### src/rtl/maxnet_pkg.sv
// Shared constants and types for the 4-neuron Maxnet iterator.
// Activations are unsigned Q16.16; EPS is Q0.16.
package maxnet_pkg;
  localparam int W    = 32;
  localparam int FRAC = 16;

  typedef logic [W-1:0] act_t;

  typedef enum logic [1:0] {
    IDLE = 2'd0,
    ITER = 2'd1,
    DONE = 2'd2
  } state_t;
endpackage

### src/rtl/maxnet_lane.sv
// One lateral-inhibition lane: next_x = relu(x - (EPS * (S - x)) >> FRAC).
// Purely combinational; the top instantiates four of these.
module maxnet_lane
  import maxnet_pkg::*;
#(
  parameter int EPS = 16384
) (
  input  logic [W-1:0] i_x,
  input  logic [W+1:0] i_sum,
  output logic [W-1:0] o_nxt
);
  localparam int PW = W + 18;

  logic [W+1:0]  w_rest;
  logic [PW-1:0] w_prod;
  logic [PW-1:0] w_shift;
  logic [PW-1:0] w_diff;

  assign w_rest  = i_sum - (W+2)'(i_x);
  assign w_prod  = PW'(w_rest) * PW'(EPS);
  assign w_shift = w_prod >> FRAC;
  assign w_diff  = PW'(i_x) - w_shift;

  // Clamp at zero instead of wrapping when inhibition exceeds the activation
  always_comb begin
    o_nxt = '0;
    if (w_shift >= PW'(i_x)) begin
      o_nxt = '0;
    end else begin
      o_nxt = W'(w_diff);
    end
  end
endmodule

### src/rtl/maxnet_iterator.sv
// Sequential Maxnet stage: loads four activations and applies one inhibition
// update per clock until the terminator reports done, all lanes die, or the budget ends.
module maxnet_iterator
  import maxnet_pkg::*;
#(
  parameter int EPS      = 16384,
  parameter int MAX_ITER = 255,
  parameter int CW       = 8
) (
  input  logic          clk,
  input  logic          rst_n,
  input  logic          start,
  input  logic [W-1:0]  in_x1,
  input  logic [W-1:0]  in_x2,
  input  logic [W-1:0]  in_x3,
  input  logic [W-1:0]  in_x4,
  input  logic          term_done,
  output logic [W-1:0]  x1,
  output logic [W-1:0]  x2,
  output logic [W-1:0]  x3,
  output logic [W-1:0]  x4,
  output logic          o1,
  output logic          o2,
  output logic          o3,
  output logic          o4,
  output logic          busy,
  output logic          valid,
  output logic          timeout,
  output logic          fail,
  output logic [CW-1:0] iter_count
);
  state_t        r_state;
  logic [W-1:0]  r_x1, r_x2, r_x3, r_x4;
  logic          r_busy, r_valid, r_timeout, r_fail;
  logic [CW-1:0] r_iter;

  logic [W+1:0]  w_sum;
  logic [W-1:0]  w_nxt1, w_nxt2, w_nxt3, w_nxt4;
  logic          w_none;

  // Sum is widened by two bits so four full-scale activations cannot overflow
  assign w_sum  = (W+2)'(r_x1) + (W+2)'(r_x2) + (W+2)'(r_x3) + (W+2)'(r_x4);
  assign w_none = ~(o1 | o2 | o3 | o4);

  maxnet_lane #(.EPS(EPS)) u_lane1 (.i_x(r_x1), .i_sum(w_sum), .o_nxt(w_nxt1));
  maxnet_lane #(.EPS(EPS)) u_lane2 (.i_x(r_x2), .i_sum(w_sum), .o_nxt(w_nxt2));
  maxnet_lane #(.EPS(EPS)) u_lane3 (.i_x(r_x3), .i_sum(w_sum), .o_nxt(w_nxt3));
  maxnet_lane #(.EPS(EPS)) u_lane4 (.i_x(r_x4), .i_sum(w_sum), .o_nxt(w_nxt4));

  // Control FSM, activation registers and status flags
  always_ff @(posedge clk or negedge rst_n) begin
    if (!rst_n) begin
      r_state   <= IDLE;
      r_x1      <= '0;
      r_x2      <= '0;
      r_x3      <= '0;
      r_x4      <= '0;
      r_busy    <= 1'b0;
      r_valid   <= 1'b0;
      r_timeout <= 1'b0;
      r_fail    <= 1'b0;
      r_iter    <= '0;
    end else begin
      case (r_state)
        IDLE, DONE: begin
          if (start) begin
            r_state   <= ITER;
            r_x1      <= in_x1;
            r_x2      <= in_x2;
            r_x3      <= in_x3;
            r_x4      <= in_x4;
            r_busy    <= 1'b1;
            r_valid   <= 1'b0;
            r_timeout <= 1'b0;
            r_fail    <= 1'b0;
            r_iter    <= '0;
          end
        end
        ITER: begin
          if (term_done) begin
            r_state <= DONE;
            r_busy  <= 1'b0;
            r_valid <= 1'b1;
          end else if (w_none) begin
            r_state <= DONE;
            r_busy  <= 1'b0;
            r_valid <= 1'b1;
            r_fail  <= 1'b1;
          end else if (r_iter == CW'(MAX_ITER)) begin
            r_state   <= DONE;
            r_busy    <= 1'b0;
            r_valid   <= 1'b1;
            r_timeout <= 1'b1;
          end else begin
            r_x1   <= w_nxt1;
            r_x2   <= w_nxt2;
            r_x3   <= w_nxt3;
            r_x4   <= w_nxt4;
            r_iter <= r_iter + CW'(1);
          end
        end
        default: begin
          r_state <= IDLE;
          r_busy  <= 1'b0;
          r_valid <= 1'b0;
        end
      endcase
    end
  end

  assign x1         = r_x1;
  assign x2         = r_x2;
  assign x3         = r_x3;
  assign x4         = r_x4;
  assign o1         = (r_x1 != '0);
  assign o2         = (r_x2 != '0);
  assign o3         = (r_x3 != '0);
  assign o4         = (r_x4 != '0);
  assign busy       = r_busy;
  assign valid      = r_valid;
  assign timeout    = r_timeout;
  assign fail       = r_fail;
  assign iter_count = r_iter;
endmodule
### config.mk
export PLATFORM = sky130hd
export DESIGN_NAME = maxnet_iterator
export DESIGN_NICKNAME = d
export VERILOG_FILES = /design/src/rtl/maxnet_pkg.sv /design/src/rtl/maxnet_lane.sv /design/src/rtl/maxnet_iterator.sv
export SDC_FILE = /design/constraint.sdc
export NUM_CORES = 1
export LEC_CHECK = 0
export ABC_AREA = 1
export CAP_MARGIN = 20
export CORE_MARGIN = 3
export CORE_UTILIZATION = 45
export DETAILED_ROUTE_END_ITERATION = 16
export GPL_ROUTABILITY_DRIVEN = 0
export PLACE_DENSITY = 0.78
export SLEW_MARGIN = 20
export SYNTH_ARGS = -nofsm -noshare
export SYNTH_HDL_FRONTEND = slang
export SYNTH_SLANG_ARGS = --single-unit
### constraint.sdc
create_clock -name clk -period 5.99 [get_ports clk]
set_clock_uncertainty 0.2 [all_clocks]
set_input_delay 0.599 -clock clk [delete_from_list [all_inputs] [get_ports clk]]
set_output_delay 0.599 -clock clk [all_outputs]
set_load 0.02 [all_outputs]
==> reports/metrics.yaml, run 1 <==
status:
  outcome: "stopped before the end"
  failing_step: "5_1_grt"
  error_message: "[ERROR GRT-0232] Routing congestion too high. Check the congestion heatmap in the GUI."
synth:
  syn_nets: 5581
  synth_edf_count: 0
  yosysMostFrequentCell: "nand2_1"
  async_flop_share_pct: 100
  synth_ff_type: "dfrtp_1"
  synth_top_area_share_pct: 22.7
  ys_types: 41
  ys_warn_count: 0
  ys_ff_latch: 141
  synth_top_area_cell: "nand2_1"
  syn_area_mm2: 0.0288
  synthTopCellsByCount: "nand2_1 (1,740), inv_1 (956), nor2_1 (575)"
  synth_seq_area_share_pct: 12.3
  synth.top_cells.by_area: "nand2_1 (23%), ha_1 (12%), inv_1 (12%)"
  syn_avg_cell_area_um2: 5.65
  syn_inst: 5094
floorplan:
  die_h_um: 259
  start_util_pct: 45.5
  die_width_um: 259
  ioPinCount: 276
  rows: 92
sta:
  endpoint_type: "register input"
  crit_endpoint: "x1[26]$_DFFE_PN0P_/D"
placed_design:
  hpwl_um: 110000
  placed_cell_area_mm2: 0.0416
  io_buffers: 275
clock_network:
  cts_root_buffer: "clkbuf_16"
  clock_sinks: 141
  cts_buffers: 17
  cts.htree.levels: 4
  cts_buffer_depth: 2
global_route:
  track_usage_pct: 75.2
  grt_overflow_total: 271
  grt_max_degree: 69
logic make-up after synthesis:
| kind of cell | synth area share (%) |
|---|---|
| AOI/OAI and AO/OA | 11.1 |
| xor gates and xnor gates | 5.75 |
| adders and majority gates | 17.2 |
| buffers and inverters | 13.7 |
| DFF | 12.3 |
| and+or+nand+nor | 40.0 |
stage by stage:
stage,hold WS [ps],instances,setup WS [ps]
after CTS,302,7515,-135
after detailed placement,283,7402,-1170
after global placement,259,7402,-933
after floorplan,103,5094,30.0
metal layers:
layer / GRT overflow / global-route usage (%)
met5: 0 / 48.8
met4: 108 / 72.0
met3: 6 / 68.9
met2: 150 / 87.3
met1: 7 / 72.8
timing repair:
action,4_1_cts
resized for setup,693
setup endpoints to repair,128
pin swaps,151
cloned,4
buffers inserted,77
hold buffers,1
endpoints found under the hold margin,53
==> run 2, diff against run 1 <==
--- a/config.mk
+++ b/config.mk
@@ -8,10 +8,10 @@
 export ABC_AREA = 1
 export CAP_MARGIN = 20
 export CORE_MARGIN = 3
-export CORE_UTILIZATION = 45
+export CORE_UTILIZATION = 30
 export DETAILED_ROUTE_END_ITERATION = 16
 export GPL_ROUTABILITY_DRIVEN = 0
-export PLACE_DENSITY = 0.78
+export PLACE_DENSITY_LB_ADDON = 0.15
 export SLEW_MARGIN = 20
 export SYNTH_ARGS = -nofsm -noshare
 export SYNTH_HDL_FRONTEND = slang
==> constraint.sdc (replaced) <==
create_clock -name clk -period 7.8 [get_ports clk]
set_clock_uncertainty 0.2 [all_clocks]
set_input_delay 0.78 -clock clk [delete_from_list [all_inputs] [get_ports clk]]
set_output_delay 0.78 -clock clk [all_outputs]
set_load 0.02 [all_outputs]
==> run 2 against run 1 <==
Effect of this change: the run now ends clean; area after synthesis unchanged; synthesized cell count did not move.
==> reports/metrics.yaml, run 2 <==
min_path:
  worstHoldStart: "busy"
  hold_class: "reg2reg"
global_route:
  grt_max_degree: 72
  grt_overflow_total: 0
  antenna_found_initial: 4
  grt_pass1_wl_um: 193000
  grt_pass1_vias: 31800
  track_usage_pct: 25.8
floorplan:
  ioPinCount: 276  # unchanged
  dieArea_mm2: 0.0997
  die_h_um: 316  # +22%
  die_width_um: 316  # +22%
  core_area_mm2: 0.0942
  start_util_pct: 30.6  # -15 points
  rows: 112  # +22%
placed_design:
  place_inst: 6748  # -8.8%
  hpwl_um: 112000  # +2.3%
  io_buffers: 275  # unchanged
drt:
  wl_um: 130000
  wl_per_cell_um: 19.2
  ant_nets: 0
  vias: 33200
  vias_per_cell: 4.90
  drt_iter0_markers: 2720
  drtPass1Iterations: 7
  post-route-drc-count: 0
sta:
  setup_violations: 0
  finalMaxSlewViolations: 0
  period_needed_ps: 7290
  timing.hold.ws_ps: 288
  min_period_over_period_pct: 93.5
  finalHoldViolCount: 0
  finalSetupTns_ps: 0
  fmax_mhz: 137
  grt_setup_unrepaired: "true"
  slew_headroom_pct: 42.5
  worst_pin_slew_ps: 862
final_layout:
  drive_gt1_share_pct: 4.79
  fin_cells: 6790
  fin_util_pct: 37.0
  syn2layout_area_growth_pct: 21.1
  nNetsFinal: 6006
  final_common_cell: "nand2_1"
  final_cell_mix: "nand2_1 (1,740), inv_1 (956), nor2_1 (574), nand3_1 (307), a21oi_1 (290)"
  fillerInstances: 10600
setup_path:
  r2r_end: "x3[27]"
  critPathSlowestCell: "fa_1"
  worstPathRequired_ps: 8000
  cpMostUsedCell: "nand2_1"
  critPathKind: "reg2reg"
  cp_slowest_stage_delay_ps: 480
  cp-endpoint: "x3[27]"
  r2r_slack_ps: 510
  r2r_start: "x2[1]"
  cp_max_fo: 8
  arrival_ps: 7490
  critPathLaunch: "x2[1]"
  rr_worst_depth: 37
  crit_path_end_kind: "flop"
  cp-start-kind: "flop"
synth:
  syn_inst: 5094  # unchanged
  synth_seq_area_share_pct: 12.3  # unchanged
  synth.top_cells.by_area: "nand2_1 (23%), ha_1 (12%), inv_1 (12%)"
  synth_edf_count: 0  # unchanged
  ys_types: 41  # unchanged
  synthTopCellsByCount: "nand2_1 (1,740), inv_1 (956), nor2_1 (575)"
  synth_ff_type: "dfrtp_1"
  synth_top_area_share_pct: 22.7  # unchanged
  async_flop_share_pct: 100  # unchanged
  yosysMostFrequentCell: "nand2_1"
  syn_avg_cell_area_um2: 5.65  # unchanged
  syn_area_mm2: 0.0288  # unchanged
  synth_top_area_cell: "nand2_1"
  syn_nets: 5581  # unchanged
  ys_warn_count: 0  # unchanged
  ys_ff_latch: 141  # unchanged
clock_network:
  cts_buffer_depth: 2  # unchanged
  cts_tree: "done"
  clock_sinks: 141  # unchanged
  cts.htree.levels: 4  # unchanged
  cts_root_buffer: "clkbuf_16"
  clk_pin_slew_ps: 70
  worstSkewPairLatency_ps: 520
  cts_buffers: 17  # unchanged
run:
  cap_violations: 0
status:
  outcome: "finished clean"
==> run 2: routing by layer <==
metal / vias to the layer above / global-route usage (%) / routed length [um]
li1: 16800 / - / -
met1: 15300 / 34.8 / 59800
met2: 1035 / 42.2 / 58700
met3: 132 / 3.74 / 7740
met4: 0 / 8.26 / 4040
met5: - / 0 / 0
==> run 2: kinds of logic after synthesis <==
family | count (synthesis) | share of synthesized area (%)
compound gates | 581 | 11.1
xor+xnor | 189 | 5.75
fa+ha+maj | 355 | 17.2
buf+inv | 1009 | 13.7
flops | 141 | 12.3
simple gates | 2819 | 40.0
==> run 2: final cells by class <==
cell class | instances | area (um2) | share of cell area, %
Antenna cell | 4 | 10.0 | 0.0287
Clock buffer | 19 | 443 | 1.27
Clock inverter | 13 | 165 | 0.474
Inverter | 964 | 3620 | 10.4
Multi-Input combinational cell | 3945 | 21400 | 61.3
Sequential cell | 141 | 3530 | 10.1
Tap cell | 1254 | 1570 | 4.50
Timing Repair Buffer | 450 | 4130 | 11.9
==> run 2: critical path, delay by kind of cell (launching register included) <==
family | cells | cell delay [ps]
adder cells (fa/ha/maj) | 6 | 2230
buffers and inverters | 8 | 1110
AO/OA/AOI/OAI | 6 | 1100
XOR/XNOR | 2 | 440
AND/OR/NAND/NOR | 15 | 1670
flip-flops | 1 | 380
==> run 2: stage by stage <==
| stage | setup slack, ps | cell area [um2] |
|---|---|---|
| CTS | 208 | 34700 |
| global placement | 234 | 34100 |
| detailed placement | 228 | 34100 |
| finish | 507 | 34800 |
| global route | 2.90 | 34800 |
| floorplan | 1500 | 28800 |
==> run 2: how the worst min path moves through the flow <==
stage	endpoint	slack [ps]	cells past startpoint
6_report	busy	290	2
5_1_grt	busy	340	2
4_1_cts	busy	290	2
3_5_place_dp	busy	270	2
3_3_place_gp	busy	260	2
2_1_floorplan	busy	280	0
==> run 2: timing repair <==
| action | CTS | global route |
|---|---|---|
| hold endpoints to repair | 27 | 0 |
| resized for setup | 0 | 9 |
| setup endpoints to repair | 0 | 124 |
| buffers inserted | 0 | 4 |
| hold buffers | 1 | 0 |
Power of run 2 is not shown: default switching activity piles up to over one toggle a cycle in this logic, so the estimate is an artifact.
